===== config.mk =====
export PLATFORM = sky130hd
export DESIGN_NAME = hyperram_responder
export DESIGN_NICKNAME = d
export VERILOG_FILES = /design/src/rtl/hyperram_responder_pkg.sv /design/src/rtl/hyperram_edge_sync.sv /design/src/rtl/hyperram_responder.sv
export SDC_FILE = /design/constraint.sdc
export NUM_CORES = 1
export LEC_CHECK = 0
export ABC_AREA = 1
export BUFFER_PORTS_ARGS = -buffer_cell sky130_fd_sc_hd__buf_2
export CAP_MARGIN = 20
export CORE_ASPECT_RATIO = 1.5
export CORE_MARGIN = 4
export CORE_UTILIZATION = 55
export DETAILED_ROUTE_END_ITERATION = 6
export PLACE_DENSITY = 0.78
export SLEW_MARGIN = 0
export SYNTH_ARGS = -nofsm -noshare
export SYNTH_HDL_FRONTEND = slang
export SYNTH_SLANG_ARGS = --single-unit

===== constraint.sdc =====
create_clock -name clk_i -period 6.68 [get_ports clk_i]
set_clock_uncertainty 0.1 [all_clocks]
set_input_delay 1.67 -clock clk_i [delete_from_list [all_inputs] [get_ports clk_i]]
set_output_delay 1.67 -clock clk_i [all_outputs]
set_load 0.005 [all_outputs]

===== src/rtl/hyperram_responder_pkg.sv =====
// Shared types and constants for the HyperRAM responder: FSM states, CA field
// positions, register word addresses and the fixed latency multiplier.
package hyperram_responder_pkg;

  typedef enum logic [2:0] {
    StIdle,
    StCa,
    StLatency,
    StWdata,
    StRdata
  } state_e;

  localparam int unsigned CaRwBit    = 47;
  localparam int unsigned CaRegBit   = 46;
  localparam int unsigned CaBurstBit = 45;
  localparam int unsigned CaRowHi    = 44;
  localparam int unsigned CaRowLo    = 16;
  localparam int unsigned CaColHi    = 2;
  localparam int unsigned CaColLo    = 0;

  localparam logic [31:0] RegId0 = 32'h0000_0000;
  localparam logic [31:0] RegId1 = 32'h0000_0001;
  localparam logic [31:0] RegCr0 = 32'h0000_0800;

  // Latency is always doubled; each CK clock carries two edges.
  localparam int unsigned LatencyMult = 2;

endpackage


===== src/rtl/hyperram_edge_sync.sv =====
// Two-flop synchronizer for CK/CS#/DQ/RWDS with CK edge and CS# rise detection.
// DQ/RWDS outputs are aligned with the CK sample that produced the edge strobe.
module hyperram_edge_sync (
  input  logic       clk_i,
  input  logic       rst_ni,
  input  logic       ck_i,
  input  logic       cs_ni,
  input  logic [7:0] dq_i,
  input  logic       rwds_i,
  output logic       ck_edge_o,
  output logic       cs_active_o,
  output logic       cs_rise_o,
  output logic [7:0] dq_o,
  output logic       rwds_o
);

  // Vector layout: {ck, cs_n, rwds, dq[7:0]}; CS# resets deasserted.
  localparam logic [10:0] SyncIdle = {1'b0, 1'b1, 1'b0, 8'h00};

  logic [10:0] s1_q, s1_d, s2_q, s2_d;
  logic        ck_prev_q, ck_prev_d;
  logic        cs_n_prev_q, cs_n_prev_d;

  always_comb begin
    s1_d        = {ck_i, cs_ni, rwds_i, dq_i};
    s2_d        = s1_q;
    ck_prev_d   = s2_q[10];
    cs_n_prev_d = s2_q[9];
  end

  always_ff @(posedge clk_i or negedge rst_ni) begin
    if (!rst_ni) begin
      s1_q        <= SyncIdle;
      s2_q        <= SyncIdle;
      ck_prev_q   <= 1'b0;
      cs_n_prev_q <= 1'b1;
    end else begin
      s1_q        <= s1_d;
      s2_q        <= s2_d;
      ck_prev_q   <= ck_prev_d;
      cs_n_prev_q <= cs_n_prev_d;
    end
  end

  assign ck_edge_o   = s2_q[10] ^ ck_prev_q;
  assign cs_active_o = ~s2_q[9];
  assign cs_rise_o   = s2_q[9] & ~cs_n_prev_q;
  assign rwds_o      = s2_q[8];
  assign dq_o        = s2_q[7:0];

endmodule


===== src/rtl/hyperram_responder.sv =====
// HyperBus responder emulating one HyperRAM die: CA decode, fixed 2x latency,
// linear bursts into a single-port word SRAM, plus ID0/ID1/CR0 registers.
module hyperram_responder
  import hyperram_responder_pkg::*;
#(
  parameter int unsigned AddrWidth   = 20,
  parameter int unsigned LatencyClks = 6,
  parameter logic [15:0] Id0         = 16'h0c81,
  parameter logic [15:0] Id1         = 16'h0001,
  parameter logic [15:0] Cr0Reset    = 16'h8f1f
) (
  input  logic                 clk_i,
  input  logic                 rst_ni,
  input  logic                 hyper_ck_i,
  input  logic                 hyper_cs_ni,
  input  logic [7:0]           hyper_dq_i,
  output logic [7:0]           hyper_dq_o,
  output logic                 hyper_dq_oe_o,
  input  logic                 hyper_rwds_i,
  output logic                 hyper_rwds_o,
  output logic                 hyper_rwds_oe_o,
  output logic                 mem_req_o,
  output logic                 mem_we_o,
  output logic [AddrWidth-1:0] mem_addr_o,
  output logic [15:0]          mem_wdata_o,
  output logic [1:0]           mem_be_o,
  input  logic [15:0]          mem_rdata_i,
  output logic [15:0]          cr0_o
);

  localparam int unsigned LatEdges = 2 * LatencyMult * LatencyClks;
  localparam int unsigned LatW     = $clog2(LatEdges + 1);

  logic       ck_edge, cs_active, cs_rise, rwds_s;
  logic [7:0] dq_s;

  hyperram_edge_sync u_edge_sync (
    .clk_i       (clk_i),
    .rst_ni      (rst_ni),
    .ck_i        (hyper_ck_i),
    .cs_ni       (hyper_cs_ni),
    .dq_i        (hyper_dq_i),
    .rwds_i      (hyper_rwds_i),
    .ck_edge_o   (ck_edge),
    .cs_active_o (cs_active),
    .cs_rise_o   (cs_rise),
    .dq_o        (dq_s),
    .rwds_o      (rwds_s)
  );

  state_e               state_q, state_d;
  logic [39:0]          ca_q, ca_d;
  logic [2:0]           ca_cnt_q, ca_cnt_d;
  logic [LatW-1:0]      lat_cnt_q, lat_cnt_d;
  logic [AddrWidth-1:0] addr_q, addr_d;
  logic                 is_read_q, is_read_d, is_reg_q, is_reg_d;
  logic                 phase_q, phase_d;
  logic [7:0]           whi_q, whi_d;
  logic                 mask_hi_q, mask_hi_d;
  logic [15:0]          rdata_q, rdata_d;
  logic                 rd_valid_q, rd_valid_d;
  logic [15:0]          cr0_q, cr0_d;
  logic [7:0]           dq_q, dq_d;
  logic                 dq_oe_q, dq_oe_d, rwds_q, rwds_d, rwds_oe_q, rwds_oe_d;
  logic                 mem_req_q, mem_req_d, mem_we_q, mem_we_d;
  logic [AddrWidth-1:0] mem_addr_q, mem_addr_d;
  logic [15:0]          mem_wdata_q, mem_wdata_d;
  logic [1:0]           mem_be_q, mem_be_d;

  logic [47:0]          ca_full;
  logic [31:0]          word_addr;
  logic                 wr_fire, rd_fire;
  logic [15:0]          wr_word;
  logic [1:0]           wr_be;
  logic [AddrWidth-1:0] rd_addr;

  assign ca_full   = {ca_q, dq_s};
  assign word_addr = {ca_full[CaRowHi:CaRowLo], ca_full[CaColHi:CaColLo]};

  // Burst type and the reserved CA bits carry nothing for this responder.
  logic unused_ca;
  assign unused_ca = ^{ca_full[CaBurstBit], ca_full[CaRowLo-1:CaColHi+1], word_addr};

  function automatic logic [15:0] reg_read(input logic [AddrWidth-1:0] a,
                                           input logic [15:0] cr0);
    logic [15:0] v;
    v = '0;
    if (a == RegId0[AddrWidth-1:0])      v = Id0;
    else if (a == RegId1[AddrWidth-1:0]) v = Id1;
    else if (a == RegCr0[AddrWidth-1:0]) v = cr0;
    return v;
  endfunction

  always_comb begin
    state_d     = state_q;
    ca_d        = ca_q;
    ca_cnt_d    = ca_cnt_q;
    lat_cnt_d   = lat_cnt_q;
    addr_d      = addr_q;
    is_read_d   = is_read_q;
    is_reg_d    = is_reg_q;
    phase_d     = phase_q;
    whi_d       = whi_q;
    mask_hi_d   = mask_hi_q;
    rdata_d     = rdata_q;
    cr0_d       = cr0_q;
    dq_d        = dq_q;
    dq_oe_d     = dq_oe_q;
    rwds_d      = rwds_q;
    rwds_oe_d   = rwds_oe_q;
    mem_req_d   = 1'b0;
    mem_we_d    = mem_we_q;
    mem_addr_d  = mem_addr_q;
    mem_wdata_d = mem_wdata_q;
    mem_be_d    = mem_be_q;
    rd_valid_d  = mem_req_q & ~mem_we_q;
    wr_fire     = 1'b0;
    wr_word     = {whi_q, dq_s};
    wr_be       = {~mask_hi_q, ~rwds_s};
    rd_fire     = 1'b0;
    rd_addr     = addr_q;

    if (rd_valid_q) rdata_d = mem_rdata_i;

    if (cs_rise) begin
      state_d    = StIdle;
      dq_d       = '0;
      dq_oe_d    = 1'b0;
      rwds_d     = 1'b0;
      rwds_oe_d  = 1'b0;
      rd_valid_d = 1'b0;
      // Half-written word: commit the captured upper byte only.
      if (state_q == StWdata && phase_q) begin
        wr_fire = 1'b1;
        wr_word = {whi_q, 8'h00};
        wr_be   = {~mask_hi_q, 1'b0};
      end
    end else begin
      case (state_q)
        StIdle: begin
          if (cs_active) begin
            state_d   = StCa;
            ca_cnt_d  = '0;
            rwds_d    = 1'b1;
            rwds_oe_d = 1'b1;
            dq_oe_d   = 1'b0;
          end
        end
        StCa: begin
          if (ck_edge) begin
            ca_d     = ca_full[39:0];
            ca_cnt_d = ca_cnt_q + 3'd1;
            if (ca_cnt_q == 3'd5) begin
              addr_d    = word_addr[AddrWidth-1:0];
              is_read_d = ca_full[CaRwBit];
              is_reg_d  = ca_full[CaRegBit];
              phase_d   = 1'b0;
              lat_cnt_d = '0;
              rwds_d    = 1'b0;
              if (!ca_full[CaRwBit] && ca_full[CaRegBit]) begin
                state_d   = StWdata;
                rwds_oe_d = 1'b0;
              end else begin
                state_d   = StLatency;
                rwds_oe_d = ca_full[CaRwBit];
              end
            end
          end
        end
        StLatency: begin
          if (ck_edge) begin
            if (lat_cnt_q == LatW'(LatEdges - 1)) begin
              if (is_read_q) begin
                state_d = StRdata;
                rd_fire = 1'b1;
              end else begin
                state_d = StWdata;
              end
            end else begin
              lat_cnt_d = lat_cnt_q + 1'b1;
            end
          end
        end
        StWdata: begin
          if (ck_edge) begin
            phase_d = ~phase_q;
            if (!phase_q) begin
              whi_d     = dq_s;
              mask_hi_d = rwds_s;
            end else begin
              wr_fire = 1'b1;
              addr_d  = addr_q + 1'b1;
            end
          end
        end
        StRdata: begin
          if (ck_edge) begin
            phase_d = ~phase_q;
            dq_oe_d = 1'b1;
            rwds_d  = ~phase_q;
            dq_d    = phase_q ? rdata_q[7:0] : rdata_q[15:8];
            if (phase_q) begin
              addr_d  = addr_q + 1'b1;
              rd_addr = addr_q + 1'b1;
              rd_fire = 1'b1;
            end
          end
        end
        default: state_d = StIdle;
      endcase
    end

    if (wr_fire) begin
      if (is_reg_q) begin
        if (addr_q == RegCr0[AddrWidth-1:0]) begin
          if (wr_be[1]) cr0_d[15:8] = wr_word[15:8];
          if (wr_be[0]) cr0_d[7:0]  = wr_word[7:0];
        end
      end else if (wr_be != 2'b00) begin
        mem_req_d   = 1'b1;
        mem_we_d    = 1'b1;
        mem_addr_d  = addr_q;
        mem_wdata_d = wr_word;
        mem_be_d    = wr_be;
      end
    end

    // Register reads resolve immediately; memory reads land one cycle later.
    if (rd_fire) begin
      if (is_reg_q) begin
        rdata_d = reg_read(rd_addr, cr0_q);
      end else begin
        mem_req_d  = 1'b1;
        mem_we_d   = 1'b0;
        mem_addr_d = rd_addr;
        mem_be_d   = 2'b11;
      end
    end
  end

  always_ff @(posedge clk_i or negedge rst_ni) begin
    if (!rst_ni) begin
      state_q     <= StIdle;
      ca_q        <= '0;
      ca_cnt_q    <= '0;
      lat_cnt_q   <= '0;
      addr_q      <= '0;
      is_read_q   <= 1'b0;
      is_reg_q    <= 1'b0;
      phase_q     <= 1'b0;
      whi_q       <= '0;
      mask_hi_q   <= 1'b0;
      rdata_q     <= '0;
      rd_valid_q  <= 1'b0;
      cr0_q       <= Cr0Reset;
      dq_q        <= '0;
      dq_oe_q     <= 1'b0;
      rwds_q      <= 1'b0;
      rwds_oe_q   <= 1'b0;
      mem_req_q   <= 1'b0;
      mem_we_q    <= 1'b0;
      mem_addr_q  <= '0;
      mem_wdata_q <= '0;
      mem_be_q    <= '0;
    end else begin
      state_q     <= state_d;
      ca_q        <= ca_d;
      ca_cnt_q    <= ca_cnt_d;
      lat_cnt_q   <= lat_cnt_d;
      addr_q      <= addr_d;
      is_read_q   <= is_read_d;
      is_reg_q    <= is_reg_d;
      phase_q     <= phase_d;
      whi_q       <= whi_d;
      mask_hi_q   <= mask_hi_d;
      rdata_q     <= rdata_d;
      rd_valid_q  <= rd_valid_d;
      cr0_q       <= cr0_d;
      dq_q        <= dq_d;
      dq_oe_q     <= dq_oe_d;
      rwds_q      <= rwds_d;
      rwds_oe_q   <= rwds_oe_d;
      mem_req_q   <= mem_req_d;
      mem_we_q    <= mem_we_d;
      mem_addr_q  <= mem_addr_d;
      mem_wdata_q <= mem_wdata_d;
      mem_be_q    <= mem_be_d;
    end
  end

  assign hyper_dq_o      = dq_q;
  assign hyper_dq_oe_o   = dq_oe_q;
  assign hyper_rwds_o    = rwds_q;
  assign hyper_rwds_oe_o = rwds_oe_q;
  assign mem_req_o       = mem_req_q;
  assign mem_we_o        = mem_we_q;
  assign mem_addr_o      = mem_addr_q;
  assign mem_wdata_o     = mem_wdata_q;
  assign mem_be_o        = mem_be_q;
  assign cr0_o           = cr0_q;

endmodule


# Word-level counts from Yosys, hierarchy flattened
# Index checks and enable logic that the tools add are counted.
[word_totals]
register_bits = 191
[op_classes]
n_addsub = 3
n_eq_ne = 22
muxes = 85
n_bitwise = 10
n_reduce_logical = 30
[ops]
columns = ["cell", "n"]
rows = [
  ["two-way mux 20 bit", 11],
  ["two-way mux 16 bit", 6],
  ["two-way mux 8 bit", 6],
  ["equality test 20 x 12 -> 1 bit, second input constant", 2],
  ["case mux 20 bit (2 select lines)", 1],
  ["two-way mux 1 bit", 35],
  ["AND reduction 4 bit", 7],
  ["two-way mux 3 bit", 9],
  ["adder 20 x 1 -> 20 bit, second input constant", 1],
  ["equality test 20 x 1 -> 1 bit, second input constant", 1],
  ["logical NOT 20 bit", 1],
  ["two-way mux 5 bit", 4],
  ["inequality test 3 bit, second input constant", 6],
  ["case mux 3 bit (4 select lines)", 1],
  ["AND reduction 6 bit", 2],
  ["nonzero test 2 bit", 6],
  ["two-way mux 2 bit", 5],
  ["inequality test 2 bit, second input constant", 5],
  ["case mux 5 bit (2 select lines)", 1],
  ["AND reduction 5 bit", 2],
  ["AND reduction 3 bit", 3],
  ["case mux 1 bit (2 select lines)", 4],
  ["inverter 1 bit", 7],
  ["equality test 3 x 2 -> 1 bit, second input constant", 2],
  ["17 further kinds", 22],
]

# Longest topological paths before layout
[logic_depth]
ltp_word = 11
ltp_mapped = 19
mapped_depth_nobuf = 19

# By module
# Synthesis repeated with hierarchy kept, for this count alone.
[hier_totals]
hier_cells = 1054
hier_area_um2 = 8655.8
[modules_own_cells]
columns = ["module", "n_inst", "cells_each", "area_each_um2"]
rows = [
  ["hyperram_responder", 1, 1015, 7965.1],
  ["hyperram_edge_sync", 1, 39, 690.7],
]

# Least setup slack after synthesis
# OpenSTA, ideal clock, no wires.
[synth_path]
kind = "reg2out"
from = "register cr0_q[15], in the netlist cr0_o[15]"
to = "output port cr0_o[15]"
arrival_time_ns = 0.519
t_required_ns = 4.910
path_slack_ns = 4.391
path_stages_with_launch = 1
cell_sequence = "dfstp_2"
[synth_lines]
columns = ["element", "line_no", "rtl"]
rows = [
  ["start, declared", "hyperram_responder.sv:62", "logic [15:0] cr0_q, cr0_d;"],
  ["start signal, assigned", "hyperram_responder.sv:255", "cr0_q <= Cr0Reset;"],
  ["start signal, assigned", "hyperram_responder.sv:278", "cr0_q <= cr0_d;"],
  ["end, declared", "hyperram_responder.sv:28", "output logic [15:0] cr0_o"],
]
# No word-level cell between the ends.

# Final worst setup path
[layout_path]
from = "register u_edge_sync.s2_q[9]"
to = "register rdata_q[4]"
[layout_via]
elab_chain_cells = 8
[layout_rtl]
columns = ["element", "line_no", "rtl"]
rows = [
  ["start, declared", "hyperram_edge_sync.sv:20", "logic [10:0] s1_q, s1_d, s2_q, s2_d;"],
  ["start signal, assigned", "hyperram_edge_sync.sv:34", "s2_q <= SyncIdle;"],
  ["bitwise AND 1 bit (*)", "hyperram_edge_sync.sv:47", "assign cs_rise_o = s2_q[9] & ~cs_n_prev_q;"],
  ["two-way mux 20 bit", "hyperram_responder.sv:125", "if (cs_rise) begin"],
  ["equality test 20 x 12 -> 1 bit", "hyperram_responder.sv:90", "else if (a == RegCr0[AddrWidth-1:0]) v = cr0;"],
  ["two-way mux 16 bit", "hyperram_responder.sv:90", ""],
  ["two-way mux 16 bit", "hyperram_responder.sv:89", "else if (a == RegId1[AddrWidth-1:0]) v = Id1;"],
  ["two-way mux 16 bit", "hyperram_responder.sv:88", "if (a == RegId0[AddrWidth-1:0]) v = Id0;"],
  ["two-way mux 16 bit", "hyperram_responder.sv:230", "if (is_reg_q) begin"],
  ["two-way mux 16 bit (*)", "hyperram_responder.sv:229", "if (rd_fire) begin"],
  ["named net rdata_d[4]", "hyperram_responder.sv:60", "logic [15:0] rdata_q, rdata_d;"],
  ["end signal, assigned", "hyperram_responder.sv:276", "rdata_q <= rdata_d;"],
  ["end, declared", "hyperram_responder.sv:60", ""],
]
# Mark *: on every way through the listed nets, which the timed path passes. The rest lies on a longest branch.
# A chain may end at the register's enable or synchronous reset.

==> metrics.txt <==
# TYPE chip_impl_metric gauge
chip_impl_metric{name="final-max-slew-violation-count",unit=""} 0
chip_impl_metric{name="final.min_clock_period",unit="ns"} 3.244
chip_impl_metric{name="cp.required",unit="ns"} 6.95
chip_impl_metric{name="coreArea",unit="um^2"} 15280
chip_impl_metric{name="synthesis.nets",unit=""} 1090
chip_impl_metric{name="skew_pair_late_insertion_delay",unit="ns"} 0.43
chip_impl_metric{name="wl",unit="mm"} 22.95
chip_impl_metric{name="boundaryPins",unit=""} 96
chip_impl_metric{name="dp_slack",unit="ns"} 3.498
chip_impl_metric{name="clock_tree.buffer_depth",unit=""} 2
chip_impl_info{name="timing.critical_path.to_type",value="flop"} 1
chip_impl_metric{name="detail_route.drc_violations",unit=""} 0
chip_impl_metric{name="design.die.area",unit="um^2"} 17870
chip_impl_info{name="setup.worst_path.start_class",value="flop"} 1
chip_impl_metric{name="firstDrtPassIters",unit=""} 5
chip_impl_metric{name="resized_cells_post_cts",unit=""} 0
chip_impl_metric{name="via_count",unit=""} 7545
chip_impl_metric{name="placement_rows",unit=""} 55
chip_impl_metric{name="detailedPlacementHpwl",unit="mm"} 16.70
chip_impl_info{name="worst_r2r_endpoint",value="rdata_q[4]$_DFF_PN0_"} 1
chip_impl_info{name="status",value="finished clean"} 1
chip_impl_metric{name="timing.hold.worst_path_depth",unit=""} 0
chip_impl_metric{name="rrSetupSlack",unit="ns"} 3.44
chip_impl_metric{name="grt_start_max_net_pins",unit=""} 71
chip_impl_metric{name="synth-seq-cells",unit=""} 180
chip_impl_metric{name="vias_in_the_first_global_route",unit=""} 7292
chip_impl_metric{name="mappedNetlistArea",unit="um^2"} 8667
chip_impl_metric{name="worst_slew_pin_slew",unit="ns"} 0.8928
chip_impl_metric{name="diodes",unit=""} 0
chip_impl_metric{name="power_density",unit="nW/um^2"} 391.8
chip_impl_info{name="timing.hold.worst.start",value="u_edge_sync.s1_q[4]$_DFF_PN0_"} 1
chip_impl_metric{name="ys_async_sr_fraction",unit=""} 1.000
chip_impl_metric{name="gr-total-overflow",unit=""} 0
chip_impl_metric{name="fillCellCount",unit=""} 1350
chip_impl_metric{name="htree_levels",unit=""} 4
chip_impl_metric{name="detail-route-antenna-nets",unit=""} 0
chip_impl_metric{name="worst-path-max-fanout",unit=""} 23
chip_impl_metric{name="place_area",unit="um^2"} 9250
chip_impl_metric{name="finalSetupViolCount",unit=""} 0
chip_impl_metric{name="worst_setup_hold_path_clk_slew",unit="ns"} 0.08
chip_impl_info{name="synth_largest_area_cell",value="dfrtp_1"} 1
chip_impl_metric{name="ys_types",unit=""} 44
chip_impl_info{name="critPathKind",value="flop to flop"} 1
chip_impl_metric{name="total_of_warnings_raised_by_yosys",unit=""} 0
chip_impl_metric{name="route.detailed.wl_per_inst",unit="um"} 17.05
chip_impl_metric{name="syn_to_final_growth",unit="%"} 13.76
chip_impl_metric{name="timing_hold_violations_final",unit=""} 0
chip_impl_metric{name="worst-endpoint-arrival",unit="ns"} 3.52
chip_impl_info{name="tritoncts",value="built"} 1
chip_impl_info{name="regToRegStartpoint",value="u_edge_sync.s2_q[9]$_DFF_PN1_"} 1
chip_impl_metric{name="cts_hold_buffers",unit=""} 0
chip_impl_metric{name="clock_sinks",unit=""} 180
chip_impl_info{name="worstHoldPathType",value="flop to flop"} 1
chip_impl_metric{name="power_leakage",unit="nW"} 4.840
chip_impl_metric{name="antenna_found_initial",unit=""} 0
chip_impl_metric{name="floorplan.initialDensity",unit=""} 0.5673
chip_impl_metric{name="avgSynthCellArea",unit="um^2"} 8.207
chip_impl_metric{name="grt_use_total",unit=""} 0.2591
chip_impl_info{name="synthTopCellsByArea",value="dfrtp_1 48%, nand2_1 13%, o21ai_0 6.9%"} 1
chip_impl_metric{name="fin_tns_setup",unit="ns"} 0
chip_impl_metric{name="peakVddDrop",unit="uV"} 255.9
chip_impl_metric{name="drt_iter0_markers",unit=""} 511
chip_impl_metric{name="numCtsBuffers",unit=""} 17
chip_impl_metric{name="grt_pass1_wl",unit="mm"} 37.56
chip_impl_metric{name="die_x",unit="um"} 110.5
chip_impl_metric{name="worst_hold_slack",unit="ns"} 0.2513
chip_impl_info{name="cts_root_buf",value="clkbuf_16"} 1
chip_impl_metric{name="synth_enable_flop_cells",unit=""} 0
chip_impl_metric{name="design_area",unit="um^2"} 9859
chip_impl_metric{name="maxSlewHeadroom",unit=""} 0.4042
chip_impl_metric{name="timing.fmax",unit="GHz"} 0.3083
chip_impl_info{name="grt_setup_unrepaired",value="no"} 1
chip_impl_metric{name="final_nets",unit=""} 1168
chip_impl_info{name="holdPathEnd",value="u_edge_sync.s2_q[4]$_DFF_PN0_"} 1
chip_impl_metric{name="drv_cap",unit=""} 0
chip_impl_metric{name="die_y",unit="um"} 161.7
chip_impl_metric{name="routabilityCongestion",unit=""} 0.9749
chip_impl_metric{name="fin_worst_setup_slack",unit="ns"} 3.436
chip_impl_metric{name="io_buffers",unit=""} 95
chip_impl_metric{name="synth_sequential_area_ratio",unit=""} 0.5216
chip_impl_metric{name="synth_top_area_frac",unit=""} 0.4822
chip_impl_metric{name="finalCritPeriodShare",unit=""} 0.4856
chip_impl_info{name="synth_flop_cell",value="dfrtp_1"} 1
chip_impl_metric{name="post-cts-setup-buffer-count",unit=""} 0
chip_impl_metric{name="avgViaCountPerCell",unit=""} 5.605
chip_impl_metric{name="syn_inst",unit=""} 1056
chip_impl_metric{name="worst-r2r-cell-count",unit=""} 12
chip_impl_metric{name="layout-drive-gt1-share",unit=""} 0.1648
power breakdown:
group          total (mW)  internal (mW)  switching (mW)
logic                1.19          0.421           0.767
registers            1.67           1.41           0.265
clock network        1.00          0.508           0.497
total                3.86           2.33            1.53
critical path, cell delays in order (launching register included):
cell and delay [ns]:
dfstp_2 0.53, inv_1 0.06, nor2_2 0.50, nor2_8 0.18, inv_2 0.37, o21ai_0 0.20, nor2_1 0.13, nand3_1 0.12
nor2_4 0.23, nand2_4 0.09, nor3_4 0.40, nand3_1 0.16, nand2_1 0.09
area by class of cell:
type,instances,area [um^2],area share
Clock buffer,17,425.4,0.04315
Timing Repair Buffer,103,541.8,0.05495
Clock inverter,15,183.9,0.01865
Tap cell,199,249.0,0.02525
Multi-Input combinational cell,718,3511,0.3561
Inverter,114,427.9,0.04340
Sequential cell,180,4521,0.4585
cell families (layout without fill, tap and decap cells):
logic type                 after synthesis  count (layout)  share of synthesized area
and+or+nand+nor                        489             489                     0.2463
AOI/OAI and AO/OA                      218             218                     0.1439
DFF                                    180             180                     0.5216
buffers and inverters                  158             249                    0.07449
adders and majority gates                5               5                   0.007218
xor gates and xnor gates                 3               3                   0.003032
muxes                                    3               3                   0.003465
Yosys cell counts, drive strengths merged, types with 4 or more instances:
cell type / instances
dfrtp: 167
nand4: 18
o22ai: 21
nor2: 80
nand3: 58
nand2: 312
a21oi: 29
inv: 111
o211ai: 17
nor4: 7
ha: 5
clkbuf: 27
dfstp: 13
nor3: 12
o21ai: 127
a22oi: 4
buf: 17
a311oi: 4
o31ai: 9
metal layers:
layer | up-vias | GRT usage | part of all wire
met3 | 49 | 0.03764 | 0.066
li1 | 3638 | - | -
met4 | 0 | 0.09524 | 0.028
met2 | 295 | 0.4467 | 0.50
met5 | - | 0 | 0
met1 | 3563 | 0.3336 | 0.40
stage by stage:
stage | instances | power (mW) | utilization
2_1_floorplan | 1056 | 2.431 | -
3_3_place_gp | 1314 | 2.812 | 0.6055
3_5_place_dp | 1314 | 2.851 | 0.6055
4_1_cts | 1346 | 3.864 | 0.6454
5_1_grt | 1346 | 4.115 | 0.6454
6_report | 1346 | 3.863 | 0.6454
worst max-delay path by stage:
stage	depth (start not counted)	start	to	slack [ns]
6_report	12	u_edge_sync.s2_q[9]$_DFF_PN1_	rdata_q[4]$_DFF_PN0_	3.44
4_1_cts	12	u_edge_sync.s2_q[9]$_DFF_PN1_	rdata_q[3]$_DFF_PN0_	3.46
5_1_grt	10	phase_q$_DFFE_PN0P_	mem_addr_o[19]$_DFF_PN0_	3.12
3_5_place_dp	2	rst_ni	mem_addr_o[1]$_DFF_PN0_	3.50
3_3_place_gp	10	phase_q$_DFFE_PN0P_	mem_addr_o[19]$_DFF_PN0_	3.52
2_1_floorplan	0	cr0_o[15]$_DFFE_PN1P_	cr0_o[15]	4.39
layout by cell type, fill, tap and decap left out, types with 5 or more instances in the layout:
cell / n
nor2_4: 5
o31ai_1: 9
nor4_1: 7
o211ai_1: 17
inv_1: 102
dfrtp_1: 167
clkinv_8: 6
o21ai_0: 119
nand3_1: 55
nand4_1: 18
nand2_1: 306
ha_1: 5
o22ai_1: 21
clkbuf_16: 17
nor2_1: 65
a21oi_1: 29
buf_2: 94
nor3_1: 9
dfstp_2: 13
o21ai_1: 7
inv_2: 9
nor2_2: 9
buf_4: 8
state kept, by name, indices dropped and copies added (netlist names), 3 cells and up, named ones only:
name,flops
rdata_q,16
mem_wdata_o,16
lat_cnt_q,5
cr0_o,16
u_edge_sync.s2_q,11
ca_cnt_q,3
whi_q,8
u_edge_sync.s1_q,11
state_q,3
hyper_dq_o,8
mem_addr_o,20
addr_q,20
ca_q,29
(Power assumes the default switching activity.)
